### config.mk
export PLATFORM = sky130hd
export DESIGN_NAME = instr_bus_decoder
export DESIGN_NICKNAME = d
export VERILOG_FILES = /design/src/rtl/instr_bus_pkg.sv /design/src/rtl/instr_tgt_fifo.sv /design/src/rtl/instr_bus_decoder.sv
export SDC_FILE = /design/constraint.sdc
export NUM_CORES = 1
export LEC_CHECK = 0
export ABC_AREA = 1
export CAP_MARGIN = 20
export CORE_AREA = 2 2 88 90
export CTS_CLUSTER_SIZE = 14
export DETAILED_ROUTE_END_ITERATION = 8
export DIE_AREA = 0 0 90 92
export PLACE_DENSITY = 0.78
export SYNTH_ARGS = -nofsm -noshare
export SYNTH_HDL_FRONTEND = slang
export SYNTH_SLANG_ARGS = --single-unit
### constraint.sdc
create_clock -name clk -period 6.1 [get_ports clk]
set_input_delay 0.915 -clock clk [delete_from_list [all_inputs] [get_ports clk]]
set_output_delay 0.915 -clock clk [all_outputs]
set_load 0.01 [all_outputs]
### src/rtl/instr_bus_pkg.sv
// rtl/instr_bus_pkg.sv - shared types and constants for the instruction-side bus decoder
package instr_bus_pkg;

   localparam int ADDR_W = 32;
   localparam int DATA_W = 32;
   localparam int INTG_W = 7;

   localparam logic [ADDR_W-1:0] ROM_BASE_DEF = 32'h0000_0000;
   localparam logic [ADDR_W-1:0] ROM_MASK_DEF = 32'hFFFF_FF00;
   localparam logic [ADDR_W-1:0] RAM_BASE_DEF = 32'h0001_0000;
   localparam logic [ADDR_W-1:0] RAM_MASK_DEF = 32'hFFFF_0000;

   typedef enum logic [1:0] {
      TGT_ROM,
      TGT_RAM,
      TGT_ERR
   } tgt_e;

endpackage

### src/rtl/instr_tgt_fifo.sv
// rtl/instr_tgt_fifo.sv - in-order FIFO of targets for outstanding fetches
module instr_tgt_fifo
   import instr_bus_pkg::*;
#(
   parameter int  DEPTH = 2,
   localparam int PTR_W = (DEPTH > 1) ? $clog2(DEPTH) : 1,
   localparam int CNT_W = $clog2(DEPTH + 1)
) (
   input  logic             clk,
   input  logic             rst,
   input  logic             push,
   input  tgt_e             push_tgt,
   input  logic             pop,
   output tgt_e             head,
   output logic [CNT_W-1:0] count,
   output logic             full,
   output logic             empty
);

   tgt_e             mem [DEPTH];
   logic [PTR_W-1:0] wr_ptr;
   logic [PTR_W-1:0] rd_ptr;

   // Pointers wrap at DEPTH, which need not be a power of two.
   function automatic logic [PTR_W-1:0] ptr_inc(input logic [PTR_W-1:0] p);
      return (p == PTR_W'(DEPTH - 1)) ? '0 : p + 1'b1;
   endfunction

   always_ff @(posedge clk or posedge rst) begin
      if (rst) begin
         wr_ptr <= '0;
         rd_ptr <= '0;
         count  <= '0;
      end else begin
         if (push) wr_ptr <= ptr_inc(wr_ptr);
         if (pop)  rd_ptr <= ptr_inc(rd_ptr);
         case ({push, pop})
            2'b10:   count <= count + 1'b1;
            2'b01:   count <= count - 1'b1;
            default: count <= count;
         endcase
      end
   end

   always_ff @(posedge clk) begin
      if (push) mem[wr_ptr] <= push_tgt;
   end

   assign head  = mem[rd_ptr];
   assign full  = (count == CNT_W'(DEPTH));
   assign empty = (count == '0);

endmodule

### src/rtl/instr_bus_decoder.sv
// rtl/instr_bus_decoder.sv - routes core fetches to boot ROM, instruction SRAM or an error responder
module instr_bus_decoder
   import instr_bus_pkg::*;
#(
   parameter logic [ADDR_W-1:0] ROM_BASE        = ROM_BASE_DEF,
   parameter logic [ADDR_W-1:0] ROM_MASK        = ROM_MASK_DEF,
   parameter logic [ADDR_W-1:0] RAM_BASE        = RAM_BASE_DEF,
   parameter logic [ADDR_W-1:0] RAM_MASK        = RAM_MASK_DEF,
   parameter int                MAX_OUTSTANDING = 2
) (
   input  logic              clk,
   input  logic              rst,
   input  logic              m_req_i,
   output logic              m_gnt_o,
   input  logic [ADDR_W-1:0] m_addr_i,
   output logic              m_rvalid_o,
   output logic [DATA_W-1:0] m_rdata_o,
   output logic [INTG_W-1:0] m_rdata_intg_o,
   output logic              m_err_o,
   output logic              rom_req_o,
   input  logic              rom_gnt_i,
   output logic [ADDR_W-1:0] rom_addr_o,
   input  logic              rom_rvalid_i,
   input  logic [DATA_W-1:0] rom_rdata_i,
   input  logic [INTG_W-1:0] rom_rdata_intg_i,
   input  logic              rom_err_i,
   output logic              ram_req_o,
   input  logic              ram_gnt_i,
   output logic [ADDR_W-1:0] ram_addr_o,
   input  logic              ram_rvalid_i,
   input  logic [DATA_W-1:0] ram_rdata_i,
   input  logic [INTG_W-1:0] ram_rdata_intg_i,
   input  logic              ram_err_i,
   output logic              proto_err_o
);

   localparam int CNT_W = $clog2(MAX_OUTSTANDING + 1);

   tgt_e             tgt;
   tgt_e             head;
   logic [CNT_W-1:0] count;
   logic [CNT_W-1:0] err_pend;
   logic             full;
   logic             empty;
   logic             allow;
   logic             issue;
   logic             err_gnt;
   logic             err_rvalid;
   logic             rom_stray;
   logic             ram_stray;

   always_comb begin
      tgt = TGT_ERR;
      if ((m_addr_i & ROM_MASK) == ROM_BASE)      tgt = TGT_ROM;
      else if ((m_addr_i & RAM_MASK) == RAM_BASE) tgt = TGT_RAM;
   end

   // FIFO entries always share one target, so comparing the head covers them all.
   assign allow   = !full && ((count == '0) || (head == tgt));
   assign issue   = !rst && m_req_i && allow;
   assign err_gnt = issue && (tgt == TGT_ERR);

   assign rom_req_o  = issue && (tgt == TGT_ROM);
   assign ram_req_o  = issue && (tgt == TGT_RAM);
   assign rom_addr_o = m_addr_i;
   assign ram_addr_o = m_addr_i;
   assign m_gnt_o    = (rom_req_o && rom_gnt_i) || (ram_req_o && ram_gnt_i) || err_gnt;

   instr_tgt_fifo #(.DEPTH(MAX_OUTSTANDING)) u_fifo (
      .clk      (clk),
      .rst      (rst),
      .push     (m_gnt_o),
      .push_tgt (tgt),
      .pop      (m_rvalid_o),
      .head     (head),
      .count    (count),
      .full     (full),
      .empty    (empty)
   );

   assign err_rvalid = (err_pend != '0) && !empty && (head == TGT_ERR);

   always_ff @(posedge clk or posedge rst) begin
      if (rst) err_pend <= '0;
      else     err_pend <= err_pend + CNT_W'(err_gnt) - CNT_W'(err_rvalid);
   end

   always_comb begin
      m_rvalid_o     = 1'b0;
      m_rdata_o      = '0;
      m_rdata_intg_o = '0;
      m_err_o        = 1'b0;
      if (!rst && !empty) begin
         case (head)
            TGT_ROM: if (rom_rvalid_i) begin
               m_rvalid_o     = 1'b1;
               m_rdata_o      = rom_rdata_i;
               m_rdata_intg_o = rom_rdata_intg_i;
               m_err_o        = rom_err_i;
            end
            TGT_RAM: if (ram_rvalid_i) begin
               m_rvalid_o     = 1'b1;
               m_rdata_o      = ram_rdata_i;
               m_rdata_intg_o = ram_rdata_intg_i;
               m_err_o        = ram_err_i;
            end
            default: if (err_rvalid) begin
               m_rvalid_o = 1'b1;
               m_err_o    = 1'b1;
            end
         endcase
      end
   end

   // A slave answering when it is not at the head of the queue is dropped and flagged.
   assign rom_stray = rom_rvalid_i && (empty || (head != TGT_ROM));
   assign ram_stray = ram_rvalid_i && (empty || (head != TGT_RAM));

   always_ff @(posedge clk or posedge rst) begin
      if (rst)                         proto_err_o <= 1'b0;
      else if (rom_stray || ram_stray) proto_err_o <= 1'b1;
   end

endmodule

==> flow_summary_export.csv, run 1 <==
group,metric,value,unit
timing,period_share,0.665,
timing,maxSlewHeadroom,0.621,
logic_synthesis,synthMuxAreaShare,0,
logic_synthesis,yosysMostFrequentCell,"nand2_1",
grt,grt_overflow,0,
power,power,0.712,mW
logic_synthesis,synthCells,299,
worst_setup_path,start_kind,"input pin",
logic_synthesis,syn-num-nets,421,
logic_synthesis,yosysTopAreaCellShare,0.281,
logic_synthesis,async_flop_share,0.636,
logic_synthesis,synth_compound_area_frac,0.151,
die,num_rows,32,
cts,numCtsBuffers,3,
timing,final.min_clock_period,4.06,ns
grt,grt_pass1_wl,10.3,mm
worst_setup_path,end_kind,"output port",
status,outcome,"complete, no violations",
cts,post-cts-setup-buffer-count,0,
timing,rsz0062_at_grt,"no",
cts,cts_buffer_depth,2,
timing,skew,0.00190,ns
finish,final_nets,556,
finish,drive_gt1_frac,0.0300,
power,max-vdd-ir-drop,0.186,mV
logic_synthesis,ys.flop_type,"dfrtp_1",
logic_synthesis,avgSynthCellArea,6.08,µm²
timing,setup_viol,0,
power,power_leakage,1.36,nW
cts,cts_tree,"yes",
grt,grt_pass1_vias,2096,
cts,cts_max_level,1,
grt,antenna_found_initial,0,
worst_setup_path,required,5.18,ns
run,max_cap_violations,0,
worst_setup_path,critPathArrivalTime,3.14,ns
detailed_routing,num_vias,2264,
worst_setup_path,path_class,"in2out",
logic_synthesis,synth_top_family_by_area,"buffers and inverters",
logic_synthesis,ys_warn_count,0,
die,die_x,90,µm
finish,postLayoutCoreUtil,0.478,
die,core_region_area,7450,µm²
die,die-area,8280,µm²
detailed_routing,routedWlPerCell,12.7,µm
die,io_pins,228,
placed_design,gp_congestion,0.769,
detailed_routing,wirelength,6.80,mm
cts,cts.sinks,11,
timing,setup-tns-final,0,ns
timing,tightestPinTransition,0.568,ns
detailed_routing,drt_iter0_drc,61,
detailed_routing,vias_per_cell,4.23,
die,initial_utilization,0.244,
die,die_y,92,µm
cts,clkSlewWorstSetupHoldPaths,0.05,ns
logic_synthesis,ys_seq_area_frac,0.162,
cts,cts-resized-gates,0,
cts,cts-root-buf,"clkbuf_8",
grt,grt_max_degree,41,
logic_synthesis,synth.top_cells.by_count,"101 x nand2_1, 68 x buf_4, 42 x a21oi_1",
logic_synthesis,synth_area_leaders,"buf_4 28%, nand2_1 21%, a21oi_1 12%, dfrtp_1 9.6%, edfxtp_1 6.6%",
grt,grt_usage,0.148,
hold_path,hp-class,"reg2reg",
cts,cts_hold_buf,0,
timing,finalHoldViolCount,0,
logic_synthesis,ys_types,26,
placed_design,io_buffers,203,
logic_synthesis,yosys.area.top_type,"buf_4",
logic_synthesis,synth_seq_cells,11,
timing,slew_violations,0,
logic_synthesis,synthSimpleGateAreaFrac,0.305,
timing,fmax,0.247,GHz
logic_synthesis,synth_edf_count,4,
placed_design,hpwlAfterDp,5.78,mm
detailed_routing,dr.pass1.iters,4,
detailed_routing,drc,0,
detailed_routing,antenna_left,0,
logic_synthesis,synth-adder-area-share,0.0206,
finish,diodes,0,
worst_setup_path,crit_fanout,5,
finish,area_growth,95.7,%
logic_synthesis,synthXorXnorAreaFrac,0.0241,
cts,clock_latency,0.23,ns
logic_synthesis,synthesis.area,1820,µm²
power,p_per_area,200,nW/µm²
## routing by layer
metal | share of wire | vias up | GRT usage
met4 | 0.017 | 0 | 0.0321
met1 | 0.37 | 1024 | 0.162
li1 | - | 1146 | -
met5 | 0 | - | 0
met3 | 0.057 | 16 | 0.0271
met2 | 0.56 | 78 | 0.294
## through the flow
stage | setup slack [ns] | hold slack, ns | cell area, µm² | std cells
floorplan | 3.28 | 0.473 | 1820 | 299
global placement | 1.95 | 0.487 | 3430 | 528
detailed placement | 1.94 | 0.485 | 3430 | 528
CTS | 1.94 | 0.506 | 3480 | 532
global route | 1.78 | 0.538 | 3560 | 535
finish | 2.04 | 0.502 | 3560 | 535
## logic make-up (layout without fill, tap and decap cells)
family / Yosys count / count (layout)
xor+xnor: 5 / 5
flops: 11 / 11
fa+ha+maj: 3 / 3
buf+inv: 94 / 228
compound gates: 50 / 50
simple gates: 136 / 136
## cell usage in the layout, fill, tap and decap left out
master,instances
nand2_1,101
nand4_1,1
edfxtp_1,4
a31oi_1,1
or2_0,1
nand2_2,1
clkdlybuf4s50_1,203
clkbuf_8,3
nand3_1,3
xnor2_1,4
xor2_1,1
o21a_2,1
nor3_1,1
clkbuf_1,1
dfrtp_1,7
nand3_2,2
a21oi_1,42
o21bai_4,1
nor2_1,23
a221o_1,1
ha_1,3
inv_1,18
buf_16,3
o21ai_0,4
and2_1,1
nand4_2,2
## layout make-up
type	count	area (µm²)
Tap cell	102	128
Multi-Input combinational cell	194	911
Timing Repair Buffer	206	2110
Clock buffer	4	45.0
Inverter	18	67.6
Fill cell	729	3890
Sequential cell	11	295
## worst max-delay path, cell delays in order
cell and delay, ns:
clkdlybuf4s50_1 0.44, nor2_1 0.13, nand2_1 0.06, nor2_1 0.18
nand3_1 0.21, nand2_1 0.11, nand2_1 0.09, o21bai_4 0.20
nand3_2 0.12, nand3_2 0.14, clkdlybuf4s50_1 0.55
## where the power goes
| part | internal, mW | switching, mW |
|---|---|---|
| registers | 0.103 | 0.0221 |
| clock network | 0.0458 | 0.0259 |
| logic | 0.269 | 0.246 |
| total | 0.418 | 0.294 |
## registers in the layout, summed over array words and instances (netlist names)
signal,flops
u_fifo.mem,4
u_fifo.rd_ptr,1
u_fifo.wr_ptr,1
proto_err_o,1
err_pend,2
u_fifo.count,2
## worst paths after layout
kind | endpoint | slack, ns | cells after the start | from
worst min-delay path | proto_err_o$_DFFE_PP0P_ | 0.50 | 1 | proto_err_o$_DFFE_PP0P_
max in group asynchronous | u_fifo.count[1]$_DFFE_PP0P_ | 4.88 | 2 | rst
worst max-delay path | m_gnt_o | 2.04 | 11 | m_addr_i[29]
worst max register to register | u_fifo.count[1]$_DFFE_PP0P_ | 3.79 | 14 | u_fifo.rd_ptr$_DFFE_PP0P_
min in group asynchronous | u_fifo.wr_ptr$_DFFE_PP0N_ | 1.01 | 2 | rst
worst min register to register | proto_err_o$_DFFE_PP0P_ | 0.50 | 1 | proto_err_o$_DFFE_PP0P_
No activity file was read; power rests on OpenSTA's default activity.
==> inputs of run 2 (changes only) <==
--- a/config.mk
+++ b/config.mk
@@ -7,11 +7,11 @@
 export LEC_CHECK = 0
 export ABC_AREA = 1
 export CAP_MARGIN = 20
-export CORE_AREA = 2 2 88 90
+export CORE_MARGIN = 2
+export CORE_UTILIZATION = 24
 export CTS_CLUSTER_SIZE = 14
 export DETAILED_ROUTE_END_ITERATION = 8
-export DIE_AREA = 0 0 90 92
-export PLACE_DENSITY = 0.78
+export PLACE_DENSITY = 0.79
 export SYNTH_ARGS = -nofsm -noshare
 export SYNTH_HDL_FRONTEND = slang
 export SYNTH_SLANG_ARGS = --single-unit
==> constraint.sdc (replaced) <==
create_clock -name clk -period 3.5 [get_ports clk]
set_input_delay 0.525 -clock clk [delete_from_list [all_inputs] [get_ports clk]]
set_output_delay 0.525 -clock clk [all_outputs]
set_load 0.01 [all_outputs]
==> flow_summary_export.csv, run 2 (synthesis gave the netlist of run 1 again) <==
group,metric,value,unit
power,power_leakage,1.34,nW
grt,grt_pass1_wl,11.0,mm
die,die_y,91.1,µm
cts,clock_latency,0.24,ns
run,max_cap_violations,0,
timing,finalHoldViolCount,0,
cts,cts-root-buf,"clkbuf_8",
die,io_pins,228,
status,outcome,"complete, no violations",
timing,period_share,0.937,
cts,cts_tree,"yes",
worst_setup_path,start_kind,"input pin",
grt,grt_pass1_vias,2124,
worst_setup_path,crit_chain,"clkdlybuf4s50_1 -> nor2_1 -> nand2_1 -> nor2_1 -> nand3_1 -> nand3_1 -> nand2_1 -> o21bai_4 -> nand4_2 -> nand3_2 -> clkdlybuf4s50_1",
detailed_routing,antenna_left,0,
grt,antenna_found_initial,0,
detailed_routing,topRoutingLayerUsed,"met4",
timing,fmax,0.305,GHz
detailed_routing,dr_wl_met2,3.80,mm
finish,area_growth,92.5,%
finish,mostFrequentLayoutCell,"clkdlybuf4s50_1",
detailed_routing,met1Wirelength,2.71,mm
finish,drive_gt1_frac,0.0323,
detailed_routing,drt_iter0_drc,40,
grt,grt_overflow,0,
worst_setup_path,crit_path_max_incr_delay,0.55,ns
finish,final_nets,556,
worst_setup_path,crit_fanout,4,
die,core_region_area,7290,µm²
cts,cts_buffer_depth,2,
detailed_routing,dr.pass1.iters,4,
finish,final_cell_mix,"203 x clkdlybuf4s50_1, 101 x nand2_1, 42 x a21oi_1",
die,die_x,91.1,µm
finish,top_regs,"u_fifo.mem (4), err_pend (2), u_fifo.count (2)",
timing,final.min_clock_period,3.28,ns
placed_design,gp_congestion,0.889,
timing,rsz0062_at_grt,"no",
timing,maxSlewHeadroom,0.731,
grt,grt_max_degree,41,
power,p_per_area,344,nW/µm²
cts,cts_hold_buf,0,
detailed_routing,drc,0,
worst_setup_path,path_class,"in2out",
timing,setup_viol,0,
worst_setup_path,reg2reg_slack,1.17,ns
timing,tightestPinTransition,0.402,ns
die,num_rows,31,
finish,largest-register,"u_fifo.mem",
finish,num-fill-cells,724,
detailed_routing,wirelength,7.12,mm
hold_path,hp-class,"reg2reg",
detailed_routing,num_vias,2232,
worst_setup_path,r2r_start,"u_fifo.rd_ptr$_DFFE_PP0P_",
worst_setup_path,path_buf_inv,2,
cts,cts_max_level,1,
placed_design,hpwlAfterDp,6.02,mm
hold_path,hold_depth,1,
power,max-vdd-ir-drop,0.354,mV
timing,slew_violations,0,
finish,largest_register_ffs,4,
worst_setup_path,cpLargestDelayFamily,"simple AND/OR/NAND/NOR gates",
detailed_routing,routedWlPerCell,13.4,µm
placed_design,io_buffers,203,
timing,skew,0.00226,ns
cts,numCtsBuffers,3,
cts,clkSlewWorstSetupHoldPaths,0.05,ns
timing,setup-tns-final,0,ns
detailed_routing,wl_met3,474,µm
worst_setup_path,end_kind,"output port",
timing,fin_hold_ws,0.484,ns
die,initial_utilization,0.249,
finish,postLayoutCoreUtil,0.480,
cts,post-cts-setup-buffer-count,0,
grt,grt_usage,0.160,
detailed_routing,vias_per_cell,4.20,
die,die-area,8290,µm²
worst_setup_path,ff2ff_path_depth,14,
cts,cts.sinks,11,
hold_path,worstHoldStart,"proto_err_o$_DFFE_PP0P_",
hold_path,hold_end,"proto_err_o$_DFFE_PP0P_",
finish,diodes,0,
worst_setup_path,required,2.97,ns
worst_setup_path,rr_endpoint,"u_fifo.count[1]$_DFFE_PP0P_",
worst_setup_path,cp_slowest_cell,"clkdlybuf4s50_1",
worst_setup_path,critPathArrivalTime,2.75,ns
## run 2: how the worst max path moves through the flow
stage	start	end	slack, ns	cells after the start
detailed placement	m_addr_i[29]	m_gnt_o	0.22	11
global placement	m_addr_i[29]	m_gnt_o	0.31	11
CTS	m_addr_i[31]	m_gnt_o	0.20	11
floorplan	m_addr_i[31]	u_fifo.count[1]$_DFFE_PP0P_	1.19	14
global route	m_addr_i[31]	m_gnt_o	0.01	11
finish	m_addr_i[31]	m_gnt_o	0.22	11
## run 2: final cells by class
class | count | area [µm²] | area share
Timing Repair Buffer | 206 | 2050 | 0.587
Clock buffer | 4 | 45.0 | 0.0129
Sequential cell | 11 | 295 | 0.0843
Inverter | 18 | 67.6 | 0.0193
Tap cell | 99 | 124 | 0.0354
Multi-Input combinational cell | 194 | 916 | 0.262
## run 2: stage by stage
stage               worst slack [ns]  cells  instance area, µm²  power [mW]
floorplan                       1.19    299                1820       0.735
global placement               0.312    528                3450        1.06
detailed placement             0.219    528                3450        1.08
CTS                            0.201    532                3500        1.22
global route                  0.0131    532                3500        1.31
finish                         0.222    532                3500        1.20
## run 2: power breakdown
group / leakage [nW] / switching, mW / internal, mW / total [mW]
sequential: 0.115 / 0.0410 / 0.179 / 0.220
clock: 0.0228 / 0.0477 / 0.0800 / 0.128
combinational: 1.20 / 0.426 / 0.431 / 0.857
total: 1.34 / 0.514 / 0.690 / 1.20
## run 2: repair_timing
item                                    4_1_cts  5_1_grt
hold endpoints to repair                      0        0
gates resized for setup                       0        1
endpoints found under the setup margin        0        1
## run 2: routing by layer
layer / GRT usage / vias up
met5: 0 / -
met4: 0.0404 / 0
met3: 0.0398 / 16
met2: 0.304 / 79
met1: 0.175 / 988
li1: - / 1149
